===== config.mk =====
export PLATFORM = sky130hd
export DESIGN_NAME = monkey_collision_ctrl
export DESIGN_NICKNAME = d
export VERILOG_FILES = /design/src/rtl/collision_pkg.sv /design/src/rtl/frame_sticky.sv /design/src/rtl/monkey_collision_ctrl.sv
export SDC_FILE = /design/constraint.sdc
export NUM_CORES = 1
export LEC_CHECK = 0
export ABC_AREA = 1
export ABC_CLOCK_PERIOD_IN_PS = 1500
export BUFFER_PORTS_ARGS = -buffer_cell sky130_fd_sc_hd__clkbuf_2
export CAP_MARGIN = 20
export CORE_MARGIN = 2
export CORE_UTILIZATION = 50
export CTS_CLUSTER_SIZE = 10
export DETAILED_ROUTE_END_ITERATION = 12
export PLACE_DENSITY_LB_ADDON = 0.25
export SLEW_MARGIN = 20
export SYNTH_ARGS = -nofsm -noshare
export SYNTH_HDL_FRONTEND = slang
export SYNTH_HIERARCHICAL = 1
export SYNTH_SLANG_ARGS = --single-unit

===== constraint.sdc =====
create_clock -name clk -period 1.5 [get_ports clk]
set_clock_uncertainty 0.15 [all_clocks]
set_input_delay 0.225 -clock clk [delete_from_list [all_inputs] [get_ports clk]]
set_output_delay 0.225 -clock clk [all_outputs]
set_load 0.02 [all_outputs]

===== src/rtl/collision_pkg.sv =====
// collision_pkg: shared FSM state, edge bit positions and holdoff default for the monkey collision controller.
package collision_pkg;

    typedef enum logic {ACCUM = 1'b0, HOLDOFF = 1'b1} state_t;

    localparam int EDGE_LEFT   = 3;
    localparam int EDGE_TOP    = 2;
    localparam int EDGE_RIGHT  = 1;
    localparam int EDGE_BOTTOM = 0;

    localparam int HOLDOFF_FRAMES_DEFAULT = 4;

endpackage


===== src/rtl/frame_sticky.sv =====
// frame_sticky: one per-frame sticky overlap flag with its frame-boundary load and one-cycle report register.
module frame_sticky (
    input  logic clk,
    input  logic resetN,
    input  logic i_sof,
    input  logic i_hit,
    output logic o_sticky,
    output logic o_rep
);

    logic r_sticky;
    logic r_rep;

    // The start-of-frame pixel belongs to the new frame, so it seeds the flag.
    always_ff @(posedge clk or negedge resetN) begin
        if (!resetN) begin
            r_sticky <= 1'b0;
            r_rep    <= 1'b0;
        end else begin
            r_sticky <= i_sof ? i_hit : (r_sticky | i_hit);
            r_rep    <= i_sof & r_sticky;
        end
    end

    assign o_sticky = r_sticky;
    assign o_rep    = r_rep;

endmodule


===== src/rtl/monkey_collision_ctrl.sv =====
// monkey_collision_ctrl: per-frame floor/vine/enemy overlap reporting with enemy-hit holdoff.
// Optional enemyHitCount output is built when COLLISION_COUNT_EN is defined.
module monkey_collision_ctrl
    import collision_pkg::*;
#(
    parameter int HOLDOFF_FRAMES = HOLDOFF_FRAMES_DEFAULT
) (
    input  logic       clk,
    input  logic       resetN,
    input  logic       startOfFrame,
    input  logic       monkeyDrawingRequest,
    input  logic [3:0] monkeyHitEdgeCode,
    input  logic       floorDrawingRequest,
    input  logic       vineDrawingRequest,
    input  logic       enemyDrawingRequest,
    output logic       collisionFloor,
    output logic       collisionVine,
    output logic       collisionEnemy,
    output logic [3:0] floorEdges,
    output logic       holdoffActive
`ifdef COLLISION_COUNT_EN
    ,
    output logic [7:0] enemyHitCount
`endif
);

    logic       w_floor_hit, w_vine_hit, w_enemy_hit;
    logic       w_floor_sticky_unused, w_vine_sticky_unused, w_enemy_sticky;
    logic       w_rep_floor, w_rep_vine, w_rep_enemy;
    logic [3:0] r_edge_acc, r_floor_edges;
    logic [3:0] r_cnt, w_cnt_next;
    state_t     r_state, w_state_next;
    logic       r_enemy_ok;

    assign w_floor_hit = monkeyDrawingRequest & floorDrawingRequest;
    assign w_vine_hit  = monkeyDrawingRequest & vineDrawingRequest;
    assign w_enemy_hit = monkeyDrawingRequest & enemyDrawingRequest;

    frame_sticky u_floor (
        .clk(clk), .resetN(resetN), .i_sof(startOfFrame), .i_hit(w_floor_hit),
        .o_sticky(w_floor_sticky_unused), .o_rep(w_rep_floor)
    );

    frame_sticky u_vine (
        .clk(clk), .resetN(resetN), .i_sof(startOfFrame), .i_hit(w_vine_hit),
        .o_sticky(w_vine_sticky_unused), .o_rep(w_rep_vine)
    );

    frame_sticky u_enemy (
        .clk(clk), .resetN(resetN), .i_sof(startOfFrame), .i_hit(w_enemy_hit),
        .o_sticky(w_enemy_sticky), .o_rep(w_rep_enemy)
    );

    always_ff @(posedge clk or negedge resetN) begin
        if (!resetN) begin
            r_edge_acc    <= 4'h0;
            r_floor_edges <= 4'h0;
        end else begin
            r_edge_acc <= (startOfFrame ? 4'h0 : r_edge_acc) | (w_floor_hit ? monkeyHitEdgeCode : 4'h0);
            if (startOfFrame)
                r_floor_edges <= r_edge_acc;
        end
    end

    // r_enemy_ok remembers whether the state was ACCUM when the frame being reported closed.
    always_ff @(posedge clk or negedge resetN) begin
        if (!resetN) begin
            r_state    <= ACCUM;
            r_cnt      <= 4'h0;
            r_enemy_ok <= 1'b0;
        end else begin
            r_state    <= w_state_next;
            r_cnt      <= w_cnt_next;
            r_enemy_ok <= (r_state == ACCUM);
        end
    end

    always_comb begin
        w_state_next = r_state;
        w_cnt_next   = r_cnt;
        if (startOfFrame && r_state == ACCUM && w_enemy_sticky) begin
            w_state_next = HOLDOFF;
            w_cnt_next   = 4'(HOLDOFF_FRAMES);
        end else if (startOfFrame && r_state == HOLDOFF) begin
            w_cnt_next   = r_cnt - 4'd1;
            w_state_next = (r_cnt == 4'd1) ? ACCUM : HOLDOFF;
        end
    end

    always_comb begin
        collisionFloor = w_rep_floor;
        collisionVine  = w_rep_vine;
        collisionEnemy = w_rep_enemy & r_enemy_ok;
        floorEdges     = r_floor_edges;
        holdoffActive  = (r_state == HOLDOFF);
    end

`ifdef COLLISION_COUNT_EN
    logic [7:0] r_hit_cnt;

    always_ff @(posedge clk or negedge resetN) begin
        if (!resetN)
            r_hit_cnt <= 8'h00;
        else if (collisionEnemy && r_hit_cnt != 8'hFF)
            r_hit_cnt <= r_hit_cnt + 8'h01;
    end

    assign enemyHitCount = r_hit_cnt;
`endif

endmodule


== Word-level counts from Yosys, hierarchy flattened ==
Cells that the tools add are included.

* Mux-type cells: 10
* Magnitude comparators: 0
* Multiply operators: 0
* $add $sub $neg: 1
* Bitwise logic cells: 12
* Shifts and indexed selects: 0
* Div/mod/pow operators: 0
* Reduce and logical (&&, ||, !) cells: 4
* Equal/unequal tests: 1

{| class="wikitable"
|+ Operator list
! cell !! count
|-
| $mux W4 || 4
|-
| $and A1 B1 Y1 || 7
|-
| $mux W1 || 6
|-
| $eq A4 B1 Y1 const B || 1
|-
| $or A4 B4 Y4 || 1
|-
| $sub A4 B1 Y4 const B || 1
|-
| $logic_and A1 B1 Y1 || 3
|-
| $or A1 B1 Y1 || 3
|-
| $reduce_bool A2 Y1 || 1
|-
| $not A1 Y1 || 1
|}

* Flip-flop bits (word level): 20
* Bits of input ports: 11
* Memories kept: 0
* Bits in latches: 0
* Logic and storage cells: 39
* Memory bits (read-only): 0
* Output and inout port bits: 8
* RAM bits: 0

== Longest topological paths before layout ==
* Depth in word-level cells: 4
* Mapped depth: 6
* Mapped depth without buffers: 6

== By module ==
The synthesis kept the hierarchy.

{| class="wikitable"
|+ By module, submodules not included
! module !! area an instance (µm²) !! instances !! cells an instance !! sequential area each (µm²)
|-
| monkey_collision_ctrl || 613.1 || 1 || 71 || 350.3
|-
| frame_sticky || 72.6 || 3 || 8 || 50.0
|}

== Worst setup path before layout ==
Ideal clock, no wire load.

* Path kind: register -> register
* Start: register r_state (netlist: holdoffActive)
* End: register r_cnt[3]
* Required time: 1.237 ns
* Period minus slack after synthesis: 1.137 ns
* Cell stages (with the launch flop): 7
* Path buffers: 0
* Library setup time: 0.113 ns
* Arrival time: 0.874 ns
* Path slack: 0.363 ns
* Cell sequence: dfrtp_1 -> inv_1 -> nand3_1 -> nand2_1 -> nand2_1 -> nand2_1 -> inv_1

* Word-level cells in the longest chain between the ends: 4
* Elaborated cells between the ends (all ways): 6
* Classes of those cells: 1 x mux; 1 x bitwise; 4 x reduce/logical

{| class="wikitable"
|+ Ends and longest elaborated chain
! element !! RTL line !! text
|-
| start: declaration || monkey_collision_ctrl.sv:32 || <nowiki>state_t r_state, w_state_next;</nowiki>
|-
| start signal: assignment || monkey_collision_ctrl.sv:72 || <nowiki>r_state <= w_state_next;</nowiki>
|-
| $not A1 Y1 || monkey_collision_ctrl.sv:81 || <nowiki>if (startOfFrame && r_state == ACCUM && w_enemy_sticky) begin</nowiki>
|-
| $logic_and A1 B1 Y1 (2 in a row) || monkey_collision_ctrl.sv:81 ||
|-
| $mux W4 / $reduce_bool A2 Y1 (equally long branches) || - ||
|-
| end signal: assignment || monkey_collision_ctrl.sv:73 || <nowiki>r_cnt <= w_cnt_next;</nowiki>
|-
| end: declaration || monkey_collision_ctrl.sv:31 || <nowiki>logic [3:0] r_cnt, w_cnt_next;</nowiki>
|}

Parallel ways exist; a longest one is shown, timed or not.
A chain may end at the register's enable or synchronous reset.

== Worst setup path in the final report ==
* Start: register u_enemy.r_rep (netlist: u_enemy/o_rep)
* End: output port collisionEnemy

* Word-level cells in the longest chain between the ends: 1

{| class="wikitable"
|+ Ends and longest elaborated chain
! element !! RTL line !! text
|-
| start: declaration || frame_sticky.sv:12 || <nowiki>logic r_rep;</nowiki>
|-
| start signal: assignment || frame_sticky.sv:21 || <nowiki>r_rep <= i_sof & r_sticky;</nowiki>
|-
| $and A1 B1 Y1 || monkey_collision_ctrl.sv:93 || <nowiki>collisionEnemy = w_rep_enemy & r_enemy_ok;</nowiki>
|-
| end: declaration || monkey_collision_ctrl.sv:18 || <nowiki>output logic collisionEnemy,</nowiki>
|}

Every way passes these cells.

==> metrics.txt <==
Max FO, Critical Path=1; Die W=44.8 um; crit path capture type=output pin; number of distinct library cells after synthesis=11; number of global-route vias before repair=about 660; crit share post-route=84.8%; clk sinks=20; global route overflow=0; setup_tns=0 ns; initial core utilization=54.5%; Bufs and invs on worst path=2; final slew viol count=0; worst stage delay on the critical path=0.38 ns; Max Clk Rate=between 0.7 and 0.8 GHz; sequential element share of the synthesized area=60.2%; drt drc=0; top post-synthesis cells by area=dfrtp_1 60%, nand2_1 11%, inv_1 10%; Antenna Cells=0; Clk Latency, worst-skew pair=0.29 ns; Reg clk slew, reported paths=0.11 ns; area share of the largest cell type after synthesis=60.2%; CTS resizes=0; CTS max path bufs=2; vias per inst=between 4 and 5; area of the core=roughly 1500 um2; Worst Hold Class=input port to flop; CTS Buf Count=3; max-cap viol count=0; #FFs+latches synth=20; Die Area=2000 um2; 1st-iter DRT viols=11; post-route insts no fill=138; htree depth=1; post-route ant nets=0; FP Rows=14; IO Count=19; clk root buf=clkbuf_4; total track usage=18.7%; Final HPWL DP=1080 um; crit path launch type=flop; RSZ-0062 raised after global routing=false; Worst-Margin Slew=0.482 ns; Worst Path Arrival=~0.90 ns; wire per inst=between 10 and 15 um; relative slew slack=67.9%; share of layout cells above drive strength 1=20.5%; TritonRoute pass-1 iters=4; antenna violations before repair=0; Netlist Area Pre-Place=around 830 um2; area grow syn2layout=23.6%; first-pass GRT wire length=2680 um; final setup fails=0; Pwr per Cell Area=1350 nW/um2; Crit Path Class=flop to output pin; Leak=0.610 nW; CTS tree=built; total power=0.00139 W; Synth Area per Inst=roughly 8.7 um2; die height=44.8 um; IO buf count=18; VDD IR max=0.000608 V; vias=649; WP data required=about 1.1 ns; slowest CP cell=dfrtp_1; Post-Syn Nets=108; Final GP Congestion=0.695; crit path cell chain=nand2_1 -> inv_1 -> clkbuf_2; final WL=1490 um; kind of cell adding the most delay to the critical path=flip-flops; outcome=complete, no violations; Syn. warnings=6; Inst Count DP=129; synthesized instance count=95; Final min period=1.27 ns; area leader, netlist=dfrtp_1; largest net degree at the start of global routing=21; final hold violation count=0; nets=136
## path summary, 6_finish.rpt
| check | from | to | slack, ns | depth (start not counted) |
|---|---|---|---|---|
| worst max register to register | r_cnt[1] | holdoffActive | 0.32 | 5 |
| worst min register to register | u_floor/o_sticky | u_floor/o_rep | 0.33 | 2 |
| min in group asynchronous | resetN | r_edge_acc[1] | 0.26 | 2 |
| worst max-delay path | u_enemy/o_rep | collisionEnemy | 0.23 | 3 |
| max in group asynchronous | resetN | u_vine/o_sticky | 0.62 | 2 |
| worst min-delay path | enemyDrawingRequest | u_enemy/o_sticky | 0.06 | 5 |
## tightest hold or removal path, delay by kind of cell
family,cells,cell delay [ns]
buf+inv,3,0.15
simple gates,2,0.10
## cell usage in the layout, fill, tap and decap left out
cell           count
nand2_1           24
inv_1             23
dfrtp_1           20
clkbuf_2          18
o21ai_0            7
nand3_1            7
nor2_1             5
dlygate4sd3_1      5
a21oi_1            4
clkbuf_4           3
ha_1               2
nand2_2            1
nor2_2             1
clkbuf_8           1
buf_4              1
## cell type report
class	count	area (um2)
well taps	16	20.0
inverters	23	86.3
fillers	133	497
multi-input cells	51	236
flip-flops and latches	20	500
clock buffers	4	36.3
repair buffers	24	148
## cell usage after synthesis (all sizes together)
cell type  count
nand2         25
dfrtp         20
nor2           6
ha             2
o21ai          7
buf            1
inv           23
a21oi          4
nand3          7
## stage by stage
step | util, % | setup slack [ns] | hold slack (ns) | area, um2
after floorplan | - | 0.363 | -0.221 | 831
after CTS | 67.4 | 0.215 | 0.0385 | 1030
after detailed placement | 61.7 | 0.328 | 0.0558 | 941
after global routing | 67.4 | 0.170 | 0.0814 | 1030
after global placement | 61.7 | 0.356 | 0.0554 | 941
final | 67.4 | 0.228 | 0.0566 | 1030
## layer usage
metal | up-vias | GRT usage [%] | wire (um)
met5 | - | 0 | 0
met4 | 0 | 10.3 | 9
li1 | 335 | - | -
met1 | 299 | 22.5 | 650
met2 | 13 | 31.9 | 766
met3 | 2 | 2.80 | 61
## flip-flops by register name (all words and copies together) (netlist names)
register          flops
r_enemy_ok            1
u_enemy/o_sticky      1
u_floor/o_sticky      1
u_floor/o_rep         1
u_vine/o_sticky       1
holdoffActive         1
u_vine/o_rep          1
r_edge_acc            4
u_enemy/o_rep         1
floorEdges            4
r_cnt                 4
## what timing repair did
item,4_1_cts,5_1_grt
endpoints found under the setup margin,0,0
hold buffers,5,0
hold endpoints to repair,24,0
buffers inserted,0,0
## kinds of logic (layout without fill, tap and decap cells)
| group | Yosys count | in the layout | synth area share (%) |
|---|---|---|---|
| flip-flops | 20 | 20 | 60.2 |
| AND/OR/NAND/NOR | 38 | 38 | 18.8 |
| adder cells (fa/ha/maj) | 2 | 2 | 3.01 |
| buffers and inverters | 24 | 51 | 11.3 |
| AO/OA/AOI/OAI | 11 | 11 | 6.63 |
## report_power, final
part | internal [W] | switching, W | total, W
logic | 0.000134 | 0.000222 | 0.000356
registers | 0.000650 | 0.0000792 | 0.000729
clock network | 0.000148 | 0.000159 | 0.000307
total | 0.000932 | 0.000460 | 0.00139
No activity file was read; power rests on OpenSTA's default activity.
